===== src/rtl/dtt_xbar_pkg.sv =====
`default_nettype none
// ============================================================================
//  Module      : dtt_xbar_pkg
//  Description : Shared constants, types and helpers for the buffered DTT
//                crossbar: drop-counter width, a clog2 helper usable in port
//                declarations, and the round-robin priority pick used by
//                every output arbiter.
//  Revision    : 1.0 - initial release
// ============================================================================
package dtt_xbar_pkg;

    localparam int DROP_W    = 16;
    // The arbiter helper works on a fixed-width request vector, so the
    // crossbar supports at most MAX_PORTS inputs.
    localparam int MAX_PORTS = 32;
    localparam int RR_IDX_W  = 5;

    typedef struct packed {
        logic                valid;
        logic [RR_IDX_W-1:0] idx;
    } rr_grant_t;

    // Ceiling log2. Evaluated at elaboration only.
    function automatic int clog2(input int value);
        int result;
        result = 0;
        for (int b = 0; b < 31; b++) begin
            if ((1 << b) < value) begin
                result = b + 1;
            end
        end
        return result;
    endfunction

    // Round-robin pick: first set bit of req[n-1:0] scanning upward from
    // ptr+1, wrapping modulo n. ptr is the most recently granted index.
    function automatic rr_grant_t rr_pick(
        input logic [MAX_PORTS-1:0] req,
        input logic [RR_IDX_W-1:0]  ptr,
        input int unsigned          n
    );
        rr_grant_t   g;
        int unsigned cand;
        g = '0;
        for (int unsigned k = 1; k <= MAX_PORTS; k++) begin
            // ptr < n and k <= n, so one subtraction is a full modulo.
            cand = 32'(ptr) + k;
            if (cand >= n) begin
                cand = cand - n;
            end
            if (k <= n && !g.valid && req[cand[RR_IDX_W-1:0]]) begin
                g.valid = 1'b1;
                g.idx   = cand[RR_IDX_W-1:0];
            end
        end
        return g;
    endfunction

endpackage
`default_nettype wire


===== src/rtl/dtt_xbar_in_fifo.sv =====
`default_nettype none
// ============================================================================
//  Module      : dtt_xbar_in_fifo
//  Description : Per-input synchronous FIFO of the buffered DTT crossbar.
//                The head entry is readable combinationally. A push into a
//                full FIFO is refused even when a pop happens the same cycle.
//  Ports       : clk, rst      - clock, synchronous active-high reset
//                push_i/data_i - write strobe and entry
//                pop_i         - discard head entry
//                head_o        - current head entry (valid when !empty_o)
//                full_o/empty_o/count_o - occupancy from the registered count
//  Revision    : 1.0 - initial release
// ============================================================================
module dtt_xbar_in_fifo
    import dtt_xbar_pkg::*;
#(
    parameter int WIDTH = 8,
    parameter int DEPTH = 4
) (
    input  logic                    clk,
    input  logic                    rst,
    input  logic                    push_i,
    input  logic                    pop_i,
    input  logic [WIDTH-1:0]        data_i,
    output logic [WIDTH-1:0]        head_o,
    output logic                    full_o,
    output logic                    empty_o,
    output logic [clog2(DEPTH):0]   count_o
);

    localparam int PTR_W = clog2(DEPTH);
    localparam int CNT_W = PTR_W + 1;

    logic [WIDTH-1:0] mem_q [DEPTH];
    logic [PTR_W-1:0] wr_ptr_q, wr_ptr_d;
    logic [PTR_W-1:0] rd_ptr_q, rd_ptr_d;
    logic [CNT_W-1:0] count_q,  count_d;
    logic             do_push;
    logic             do_pop;

    assign full_o  = (count_q == CNT_W'(DEPTH));
    assign empty_o = (count_q == '0);
    assign count_o = count_q;
    assign head_o  = mem_q[rd_ptr_q];

    assign do_push = push_i && !full_o;
    assign do_pop  = pop_i && !empty_o;

    // Pointers are log2(DEPTH) bits wide and wrap on their own.
    always_comb begin
        wr_ptr_d = wr_ptr_q;
        rd_ptr_d = rd_ptr_q;
        count_d  = count_q;
        if (do_push) begin
            wr_ptr_d = wr_ptr_q + PTR_W'(1);
        end
        if (do_pop) begin
            rd_ptr_d = rd_ptr_q + PTR_W'(1);
        end
        case ({do_push, do_pop})
            2'b10:   count_d = count_q + CNT_W'(1);
            2'b01:   count_d = count_q - CNT_W'(1);
            default: count_d = count_q;
        endcase
    end

    always_ff @(posedge clk) begin
        if (rst) begin
            wr_ptr_q <= '0;
            rd_ptr_q <= '0;
            count_q  <= '0;
        end else begin
            wr_ptr_q <= wr_ptr_d;
            rd_ptr_q <= rd_ptr_d;
            count_q  <= count_d;
            if (do_push) begin
                mem_q[wr_ptr_q] <= data_i;
            end
        end
    end

endmodule
`default_nettype wire


===== src/rtl/dtt_crossbar_rr_buffered.sv =====
`default_nettype none
// ============================================================================
//  Module      : dtt_crossbar_rr_buffered
//  Description : Buffered N_IN x N_OUT crossbar. Each input feeds a FIFO;
//                each FIFO head requests the output named by its destination
//                index; one round-robin arbiter per output picks a winner
//                which is loaded into that output's register. Heads with an
//                out-of-range destination are dropped and counted.
//  Ports       : clk, rst          - clock, synchronous active-high reset
//                in_data_i/in_dest_i/in_valid_i/in_ready_o - per-input stream,
//                                    packed port-major (port k at slice k)
//                out_data_o/out_src_o/out_valid_o/out_ready_i - per-output
//                                    stream, out_src_o is the input index
//                drop_cnt_o        - saturating count of dropped words
//  Revision    : 1.0 - initial release
// ============================================================================
module dtt_crossbar_rr_buffered
    import dtt_xbar_pkg::*;
#(
    parameter int N_IN       = 4,
    parameter int N_OUT      = 4,
    parameter int DATA_WIDTH = 32,
    parameter int FIFO_DEPTH = 4
) (
    input  logic                            clk,
    input  logic                            rst,
    input  logic [N_IN*DATA_WIDTH-1:0]      in_data_i,
    input  logic [N_IN*clog2(N_OUT)-1:0]    in_dest_i,
    input  logic [N_IN-1:0]                 in_valid_i,
    output logic [N_IN-1:0]                 in_ready_o,
    output logic [N_OUT*DATA_WIDTH-1:0]     out_data_o,
    output logic [N_OUT*clog2(N_IN)-1:0]    out_src_o,
    output logic [N_OUT-1:0]                out_valid_o,
    input  logic [N_OUT-1:0]                out_ready_i,
    output logic [DROP_W-1:0]               drop_cnt_o
);

    localparam int DEST_W  = clog2(N_OUT);
    localparam int SRC_W   = clog2(N_IN);
    localparam int ENTRY_W = DATA_WIDTH + DEST_W;
    localparam int BAD_W   = SRC_W + 1;

    logic [ENTRY_W-1:0]    head_entry [N_IN];
    logic [DATA_WIDTH-1:0] head_data  [N_IN];
    logic [DEST_W-1:0]     head_dest  [N_IN];
    logic [N_IN-1:0]       fifo_full;
    logic [N_IN-1:0]       fifo_empty;
    logic [N_IN-1:0]       fifo_pop;
    logic [N_IN-1:0]       head_ok;
    logic [N_IN-1:0]       head_bad;
    logic [N_IN-1:0]       req        [N_OUT];
    rr_grant_t             gnt        [N_OUT];
    logic [SRC_W-1:0]      gnt_idx    [N_OUT];
    logic [N_OUT-1:0]      gnt_fire;
    logic [N_OUT-1:0]      can_load;
    logic [SRC_W:0]        cnt_unused [N_IN];

    logic [DATA_WIDTH-1:0] out_data_q [N_OUT];
    logic [DATA_WIDTH-1:0] out_data_d [N_OUT];
    logic [SRC_W-1:0]      out_src_q  [N_OUT];
    logic [SRC_W-1:0]      out_src_d  [N_OUT];
    logic [SRC_W-1:0]      rr_ptr_q   [N_OUT];
    logic [SRC_W-1:0]      rr_ptr_d   [N_OUT];
    logic [N_OUT-1:0]      out_valid_q;
    logic [N_OUT-1:0]      out_valid_d;
    logic [DROP_W-1:0]     drop_cnt_q;
    logic [DROP_W-1:0]     drop_cnt_d;
    logic [DROP_W:0]       drop_sum;
    logic [BAD_W-1:0]      n_bad;

    // Held low during reset so no source believes a word was taken.
    assign in_ready_o = ~fifo_full & {N_IN{~rst}};

    for (genvar i = 0; i < N_IN; i++) begin : g_fifo
        dtt_xbar_in_fifo #(
            .WIDTH (ENTRY_W),
            .DEPTH (FIFO_DEPTH)
        ) u_fifo (
            .clk     (clk),
            .rst     (rst),
            .push_i  (in_valid_i[i] && in_ready_o[i]),
            .pop_i   (fifo_pop[i]),
            .data_i  ({in_dest_i[i*DEST_W +: DEST_W],
                       in_data_i[i*DATA_WIDTH +: DATA_WIDTH]}),
            .head_o  (head_entry[i]),
            .full_o  (fifo_full[i]),
            .empty_o (fifo_empty[i]),
            .count_o (cnt_unused[i])
        );
        assign {head_dest[i], head_data[i]} = head_entry[i];
    end

    // Request matrix: a head requests exactly one output, so an input can
    // never be granted by two arbiters in the same cycle.
    always_comb begin
        head_ok  = '0;
        head_bad = '0;
        for (int i = 0; i < N_IN; i++) begin
            head_ok[i]  = !fifo_empty[i] && (int'(head_dest[i]) <  N_OUT);
            head_bad[i] = !fifo_empty[i] && (int'(head_dest[i]) >= N_OUT);
        end
        for (int j = 0; j < N_OUT; j++) begin
            req[j] = '0;
            for (int i = 0; i < N_IN; i++) begin
                req[j][i] = head_ok[i] && (int'(head_dest[i]) == j);
            end
        end
    end

    always_comb begin
        for (int j = 0; j < N_OUT; j++) begin
            gnt[j] = rr_pick(MAX_PORTS'(req[j]), RR_IDX_W'(rr_ptr_q[j]), N_IN);
        end
    end

    always_comb begin
        can_load = '0;
        gnt_fire = '0;
        for (int j = 0; j < N_OUT; j++) begin
            can_load[j] = !out_valid_q[j] || out_ready_i[j];
            gnt_fire[j] = can_load[j] && gnt[j].valid;
            gnt_idx[j]  = SRC_W'(gnt[j].idx);
        end
    end

    // Bad-destination heads leave unconditionally; granted heads leave
    // when their output register takes them.
    always_comb begin
        fifo_pop = head_bad;
        for (int j = 0; j < N_OUT; j++) begin
            if (gnt_fire[j]) begin
                fifo_pop[gnt_idx[j]] = 1'b1;
            end
        end
    end

    always_comb begin
        out_valid_d = out_valid_q;
        for (int j = 0; j < N_OUT; j++) begin
            out_data_d[j] = out_data_q[j];
            out_src_d[j]  = out_src_q[j];
            rr_ptr_d[j]   = rr_ptr_q[j];
            if (can_load[j]) begin
                if (gnt_fire[j]) begin
                    out_data_d[j]  = head_data[gnt_idx[j]];
                    out_src_d[j]   = gnt_idx[j];
                    out_valid_d[j] = 1'b1;
                    rr_ptr_d[j]    = gnt_idx[j];
                end else begin
                    out_valid_d[j] = 1'b0;
                end
            end
        end

        n_bad = '0;
        for (int i = 0; i < N_IN; i++) begin
            n_bad = n_bad + BAD_W'(head_bad[i]);
        end
        drop_sum   = {1'b0, drop_cnt_q} + (DROP_W + 1)'(n_bad);
        drop_cnt_d = drop_sum[DROP_W] ? '1 : drop_sum[DROP_W-1:0];
    end

    always_ff @(posedge clk) begin
        if (rst) begin
            out_valid_q <= '0;
            drop_cnt_q  <= '0;
            for (int j = 0; j < N_OUT; j++) begin
                out_data_q[j] <= '0;
                out_src_q[j]  <= '0;
                // Pointing at the last input gives input 0 first priority.
                rr_ptr_q[j]   <= SRC_W'(N_IN - 1);
            end
        end else begin
            out_valid_q <= out_valid_d;
            drop_cnt_q  <= drop_cnt_d;
            for (int j = 0; j < N_OUT; j++) begin
                out_data_q[j] <= out_data_d[j];
                out_src_q[j]  <= out_src_d[j];
                rr_ptr_q[j]   <= rr_ptr_d[j];
            end
        end
    end

    for (genvar j = 0; j < N_OUT; j++) begin : g_out
        assign out_data_o[j*DATA_WIDTH +: DATA_WIDTH] = out_data_q[j];
        assign out_src_o[j*SRC_W +: SRC_W]            = out_src_q[j];
    end
    assign out_valid_o = out_valid_q;
    assign drop_cnt_o  = drop_cnt_q;

endmodule
`default_nettype wire

===== config.mk =====
export PLATFORM = sky130hd
export DESIGN_NAME = dtt_crossbar_rr_buffered
export DESIGN_NICKNAME = d
export VERILOG_FILES = /design/src/rtl/dtt_xbar_pkg.sv /design/src/rtl/dtt_xbar_in_fifo.sv /design/src/rtl/dtt_crossbar_rr_buffered.sv
export SDC_FILE = /design/constraint.sdc
export NUM_CORES = 1
export LEC_CHECK = 0
export BUFFER_PORTS_ARGS = -buffer_cell sky130_fd_sc_hd__buf_2
export CAP_MARGIN = 20
export CELL_PAD_IN_SITES_DETAIL_PLACEMENT = 1
export CELL_PAD_IN_SITES_GLOBAL_PLACEMENT = 1
export CORE_ASPECT_RATIO = 0.9
export CORE_UTILIZATION = 46
export CTS_BUF_LIST = sky130_fd_sc_hd__clkbuf_2 sky130_fd_sc_hd__clkbuf_4 sky130_fd_sc_hd__clkbuf_8
export CTS_CLUSTER_DIAMETER = 40
export DETAILED_ROUTE_END_ITERATION = 16
export PLACE_DENSITY = 0.81
export SKIP_CTS_REPAIR_TIMING = 1
export SLEW_MARGIN = 30
export SYNTH_ARGS = -nofsm -noshare
export SYNTH_HDL_FRONTEND = slang
export SYNTH_SLANG_ARGS = --single-unit

===== constraint.sdc =====
create_clock -name clk -period 4.3 [get_ports clk]
set_input_delay 0.215 -clock clk [delete_from_list [all_inputs] [get_ports clk]]
set_output_delay 0.215 -clock clk [all_outputs]
set_load 0.05 [all_outputs]

==> results of run 1 <==
## worst register-to-register path: stages (launching register included)
cell,delay (ns)
edfxtp_1,0.47
nor2b_1,0.19
mux4_2,0.52
and2_4,0.21
mux4_2,0.48
or3_4,0.37
o32ai_4,0.43
nor2b_4,0.26
nor3_4,0.07
inv_1,0.08
ha_2,0.18
inv_1,0.05
fa_2,0.33
xor2_1,0.16
or3_1,0.37
a21oi_2,0.14
## final cells by class
type	instances	area (um^2)
Fill cell	6983	30000
Sequential cell	728	20000
Multi-Input combinational cell	1396	11900
Timing Repair Buffer	576	4110
Clock buffer	196	2380
Tap cell	940	1180
Clock inverter	40	399
Inverter	48	180
Antenna cell	4	10.0
## cells in the mapped netlist (44+ instances only)
cell type | number | area (um^2)
a21oi_1 | 100 | 500
mux2i_1 | 67 | 671
o22ai_1 | 72 | 450
and3_1 | 53 | 332
nand2_1 | 212 | 796
dfxtp_1 | 184 | 3680
nand3_1 | 49 | 245
edfxtp_1 | 544 | 16300
nor2_1 | 71 | 267
mux4_2 | 143 | 3220
inv_1 | 44 | 165
a22oi_1 | 62 | 465
clkbuf_1 | 130 | 488
o21ai_0 | 58 | 290
## flip-flops by register name, summed over array words and instances (netlist names), named ones only
register,count
out_valid_o,4
out_data_q,128
rr_ptr_q,8
g_fifo.u_fifo.rd_ptr_q,8
out_src_q,8
g_fifo.u_fifo.count_o,12
g_fifo.u_fifo.mem_q,544
g_fifo.u_fifo.wr_ptr_q,8
## report_power, final
part	internal, uW	switching [uW]	leakage, uW
clock	3890	3050	0.00147
combinational	6960	12500	0.00649
sequential	8400	570	0.00645
total	19300	16200	0.0144
## how the worst max path moves through the flow
stage                                  start                           to  depth (start not counted)
2_1_floorplan                 rr_ptr_q[3][0]  g_fifo[3].u_fifo.count_o[2]                         21
3_3_place_gp   g_fifo[1].u_fifo.mem_q[3][33]  g_fifo[1].u_fifo.count_o[2]                         16
3_5_place_dp   g_fifo[2].u_fifo.mem_q[0][33]  g_fifo[1].u_fifo.count_o[2]                         16
4_1_cts        g_fifo[1].u_fifo.mem_q[1][33]  g_fifo[1].u_fifo.count_o[2]                         16
5_1_grt        g_fifo[1].u_fifo.mem_q[1][33]  g_fifo[1].u_fifo.count_o[2]                         15
6_report       g_fifo[2].u_fifo.mem_q[1][33]  g_fifo[1].u_fifo.count_o[2]                         15
## layer usage
layer	wire [um]	track usage [%]	vias up
li1	-	-	10300
met1	44200	39.7	12600
met2	55800	49.9	1578
met3	12400	8.64	367
met4	5950	16.4	2
met5	29	0	-
## stage by stage
stage / setup WS, ns / utilization, % / std cells
global placement: -0.00909 / 50.8 / 3530
CTS: -0.229 / 54.9 / 3766
finish: -0.0609 / 57.2 / 3928
floorplan: 0.0443 / - / 2361
detailed placement: -0.170 / 50.9 / 3530
global route: -0.126 / 57.2 / 3924
## kinds of logic (layout without fill, tap and decap cells)
kind of cell,Yosys count,after routing,share of synthesized area (%)
XOR/XNOR,14,14,0.375
other,1,20,0.0115
AO/OA/AOI/OAI,580,580,13.1
AND/OR/NAND/NOR,505,505,7.35
adder cells (fa/ha/maj),36,36,1.47
multiplexers,245,245,13.2
flip-flops,728,728,61.2
buffers and inverters,237,860,3.34
==> flow_summary.yaml, run 1 <==
outcome:
  status: "finished, violations left"
  violations: "setup timing"
grt:
  grt_antenna_before_repair: 4
  grt_pass1_wl_um: 166000
  overflow: 0
  track_usage_pct: 31.4
  grt_pass1_vias: 24900
  grt_max_degree: 71
power_and_ir_drop:
  leakage_uw: 0.0144
  power_uw: 35400
  max-vdd-ir-drop_v: 0.000762
  power.density_nw_per_um2: 881
synth:
  synth_seq_area_share_pct: 61.2
  synth_cell_types: 93
  synth_flop_cell: "edfxtp_1"
  synth_warnings: 0
  async_flop_share_pct: 0
  synth.avg_cell_area_um2: 14.0
  synth_cells: 2346
  synth-edff-count: 544
  syn-cell-area_um2: 32700
  ys_ff_latch: 728
timing:
  worst_pin_slew_ns: 0.978
  finalWorstSetupSlack_ns: -0.0609
  timing.final.crit_period_ns: 4.36
  rsz0062_at_grt: "yes"
  max_freq_mhz: 229
  setup_tns_ns: -0.121
  hold_viol_final: 0
  fin_crit_sh_pct: 101
  finalSetupViolCount: 2
  timing.hold.ws_ns: 0.151
  slew_headroom_pct: 34.8
  final_max_slew_viol_count: 0
  fin_skew_ns: 0.0497
routing:
  vias: 24900
  vias_per_cell: 6.35
  ant_nets: 0
  drt-total-wl_um: 118000
  drc: 0
  avgRoutedWirePerCell_um: 30.1
  initialDrtViolationCount: 3132
  first_pass_iters: 6
floorplan:
  start_util_pct: 46.6
  die_width_um: 283
  rows: 92
  fp.dieH_um: 255
  die-area_um2: 72200
  core_area_um2: 70200
  ioPinCount: 306
setup_path:
  ff2ff_setup_slack_ns: -0.06
  worst-path-buf-inv: 2
  slowest_delay_ns: 0.52
  crit_required_ns: 5.00
  cp.arrival_ns: 5.06
  path_cells: "nor2b_1 > mux4_2 > and2_4 > mux4_2 > or3_4 > o32ai_4 > nor2b_4 > nor3_4 > inv_1 > ha_2 > inv_1 > fa_2 > xor2_1 > or3_1 > a21oi_2"
  rr_endpoint: "g_fifo[1].u_fifo.count_o[2]"
  regToRegStartpoint: "g_fifo[2].u_fifo.mem_q[1][33]"
  cp_top_family: "simple AND/OR/NAND/NOR gates"
  end_kind: "flop"
  criticalPathCategory: "reg -> reg"
  slowest_stage: "mux4_2"
  start_kind: "flop"
  critPathMaxFanout: 7
  reg2reg_depth: 15
placement:
  portBuffers: 289
  place_hpwl_um: 77400
  placed_cell_area_um2: 35700
  gp_congestion: 0.918
run:
  maxCapViolCount: 0
clocking:
  root_buffer: "clkbuf_8"
  clockBufferDepth: 3
  cts_max_level: 4
  cts_sinks: 728
  clock_latency_ns: 0.81
  clk_pin_slew_worst_paths_ns: 0.06
  cts_tree: "yes"
  cts_buffers: 131
layout:
  drive_above_1_share_pct: 31.5
  final_cell_mix: "edfxtp_1 (544), buf_2 (288), nand2_1 (209)"
  final_common_cell: "edfxtp_1"
  fin_nets: 3063
  finish.instance_area_um2: 40200
  area_growth_pct: 22.8
worst_hold_path:
  hold_depth: 2
  hold_path_end: "g_fifo[1].u_fifo.mem_q[0][24]"
  min_from: "in_data_i[56]"
  holdCritPathClass: "in -> reg"
Note: power is estimated with default switching activity, not from simulation.
==> run 2: changes to the inputs <==
--- a/config.mk
+++ b/config.mk
@@ -7,14 +7,14 @@
 export LEC_CHECK = 0
 export BUFFER_PORTS_ARGS = -buffer_cell sky130_fd_sc_hd__buf_2
 export CAP_MARGIN = 20
-export CELL_PAD_IN_SITES_DETAIL_PLACEMENT = 1
-export CELL_PAD_IN_SITES_GLOBAL_PLACEMENT = 1
+export CELL_PAD_IN_SITES_DETAIL_PLACEMENT = 0
+export CELL_PAD_IN_SITES_GLOBAL_PLACEMENT = 2
 export CORE_ASPECT_RATIO = 0.9
-export CORE_UTILIZATION = 46
+export CORE_UTILIZATION = 40
 export CTS_BUF_LIST = sky130_fd_sc_hd__clkbuf_2 sky130_fd_sc_hd__clkbuf_4 sky130_fd_sc_hd__clkbuf_8
 export CTS_CLUSTER_DIAMETER = 40
 export DETAILED_ROUTE_END_ITERATION = 16
-export PLACE_DENSITY = 0.81
+export PLACE_DENSITY = 0.82
 export SKIP_CTS_REPAIR_TIMING = 1
 export SLEW_MARGIN = 30
 export SYNTH_ARGS = -nofsm -noshare
==> flow_summary.yaml, run 2 (synthesis results as in run 1) <==
outcome:
  status: "finished clean"
floorplan:
  rows: 99
  die_width_um: 304
  fp.dieH_um: 273
  start_util_pct: 40.4
  die-area_um2: 83000
  core_area_um2: 81000
  ioPinCount: 306
layout:
  drive_above_1_share_pct: 32.2
  fillCellCount: 7021
  final_common_cell: "edfxtp_1"
  fin_nets: 3082
  largest_reg_flops: 544
  finish.instance_area_um2: 40600
  final_cell_mix: "edfxtp_1 (544), buf_2 (288), nand2_1 (209)"
  area_growth_pct: 24.1
  final_cells: 4079
  largest_register: "g_fifo.u_fifo.mem_q"
timing:
  max_freq_mhz: 238
  setup_tns_ns: 0
  worst_pin_slew_ns: 0.945
  slew_headroom_pct: 37.0
  timing.final.crit_period_ns: 4.21
  final_max_slew_viol_count: 0
  fin_skew_ns: 0.0277
  timing.hold.ws_ns: 0.175
  fin_crit_sh_pct: 97.9
  hold_viol_final: 0
  finalSetupViolCount: 0
grt:
  overflow: 0
  grt_pass1_vias: 23000
  track_usage_pct: 26.2
  grt_pass1_wl_um: 156000
  grt_max_degree: 100
  grt_antenna_before_repair: 14
setup_path:
  worst-path-buf-inv: 2
  slowest_stage: "or4b_4"
  path_cells: "nor2b_1 > mux4_2 > and4_4 > or4b_4 > or3_4 > o32ai_4 > nor2b_4 > nor3_4 > inv_4 > ha_4 > inv_2 > fa_2 > xor2_2 > or3_1 > a21oi_2"
  slowest_delay_ns: 0.56
  crit_required_ns: 5.02
  cp.arrival_ns: 4.93
  end_kind: "flop"
  cp_top_family: "simple AND/OR/NAND/NOR gates"
  critPathMaxFanout: 4
  criticalPathCategory: "reg -> reg"
  start_kind: "flop"
power_and_ir_drop:
  power.density_nw_per_um2: 866
  leakage_uw: 0.0145
  power_uw: 35200
  max-vdd-ir-drop_v: 0.000738
placement:
  dp_cells: 3675
  placed_cell_area_um2: 36100
  place_hpwl_um: 74000
  gp_congestion: 0.891
  portBuffers: 289
routing:
  initialDrtViolationCount: 2653
  first_pass_iters: 8
  ant_nets: 0
  vias_per_cell: 5.89
  drc: 0
  avgRoutedWirePerCell_um: 27.1
  drt-total-wl_um: 110000
  vias: 24000
clocking:
  cts_max_level: 4
  clock_latency_ns: 0.80
  root_buffer: "clkbuf_8"
  cts_tree: "yes"
  cts_buffers: 133
  clockBufferDepth: 3
  clk_pin_slew_worst_paths_ns: 0.06
  cts_sinks: 728
worst_hold_path:
  holdCritPathClass: "in -> reg"
run:
  maxCapViolCount: 0
## run 2: cell count changes in the layout (fill, tap and decap cells not counted), sizes merged, moves of 2 or more
cell         previous run  this run
buf                   428       448
clkbuf                196       182
clkinv                 23        33
clkinvlp                6        14
diode                   4        11
dlygate4sd3           148       145
bufinv                  5         7
## run 2: path summary, 6_finish.rpt
| path | start | endpoint | slack, ns | cells after the start |
|---|---|---|---|---|
| hold reg to reg | out_data_q[0][63] | out_data_q[0][63] | 0.45 | 2 |
| setup reg to reg | g_fifo[1].u_fifo.mem_q[3][33] | g_fifo[1].u_fifo.count_o[2] | 0.09 | 15 |
| hold / removal | in_data_i[46] | g_fifo[1].u_fifo.mem_q[1][14] | 0.17 | 2 |
| setup / recovery | g_fifo[1].u_fifo.mem_q[3][33] | g_fifo[1].u_fifo.count_o[2] | 0.09 | 15 |
## run 2: power by group
part / switching (uW) / leakage, uW / internal, uW
combinational: 12300 / 0.00658 / 7040
clock: 3050 / 0.00147 / 3970
sequential: 476 / 0.00645 / 8400
## run 2: metrics by stage
step,setup slack (ns),utilization (%)
after floorplan,0.0443,-
after global placement,-0.0659,44.5
after detailed placement,-0.0803,44.5
after CTS,-0.112,48.1
after global routing,-0.00235,50.1
final,0.0899,50.1
## run 2: cell type report
class	count	area [um^2]	area share [%]
antenna	11	27.5	0.0678
clock buffer	182	2310	5.69
timing repair buffer	593	4260	10.5
clock inverter	61	566	1.39
tap	1060	1330	3.26
sequential	728	20000	49.3
multi-input combinational	1396	11900	29.3
inverter	48	183	0.450
## run 2: routing by layer
metal,track usage (%),vias to the layer above,share of wire (%)
met5,0,-,0.059
li1,-,10400,-
met2,39.8,1236,46
met3,6.83,222,9.7
met4,11.0,10,3.4
met1,35.7,12100,41
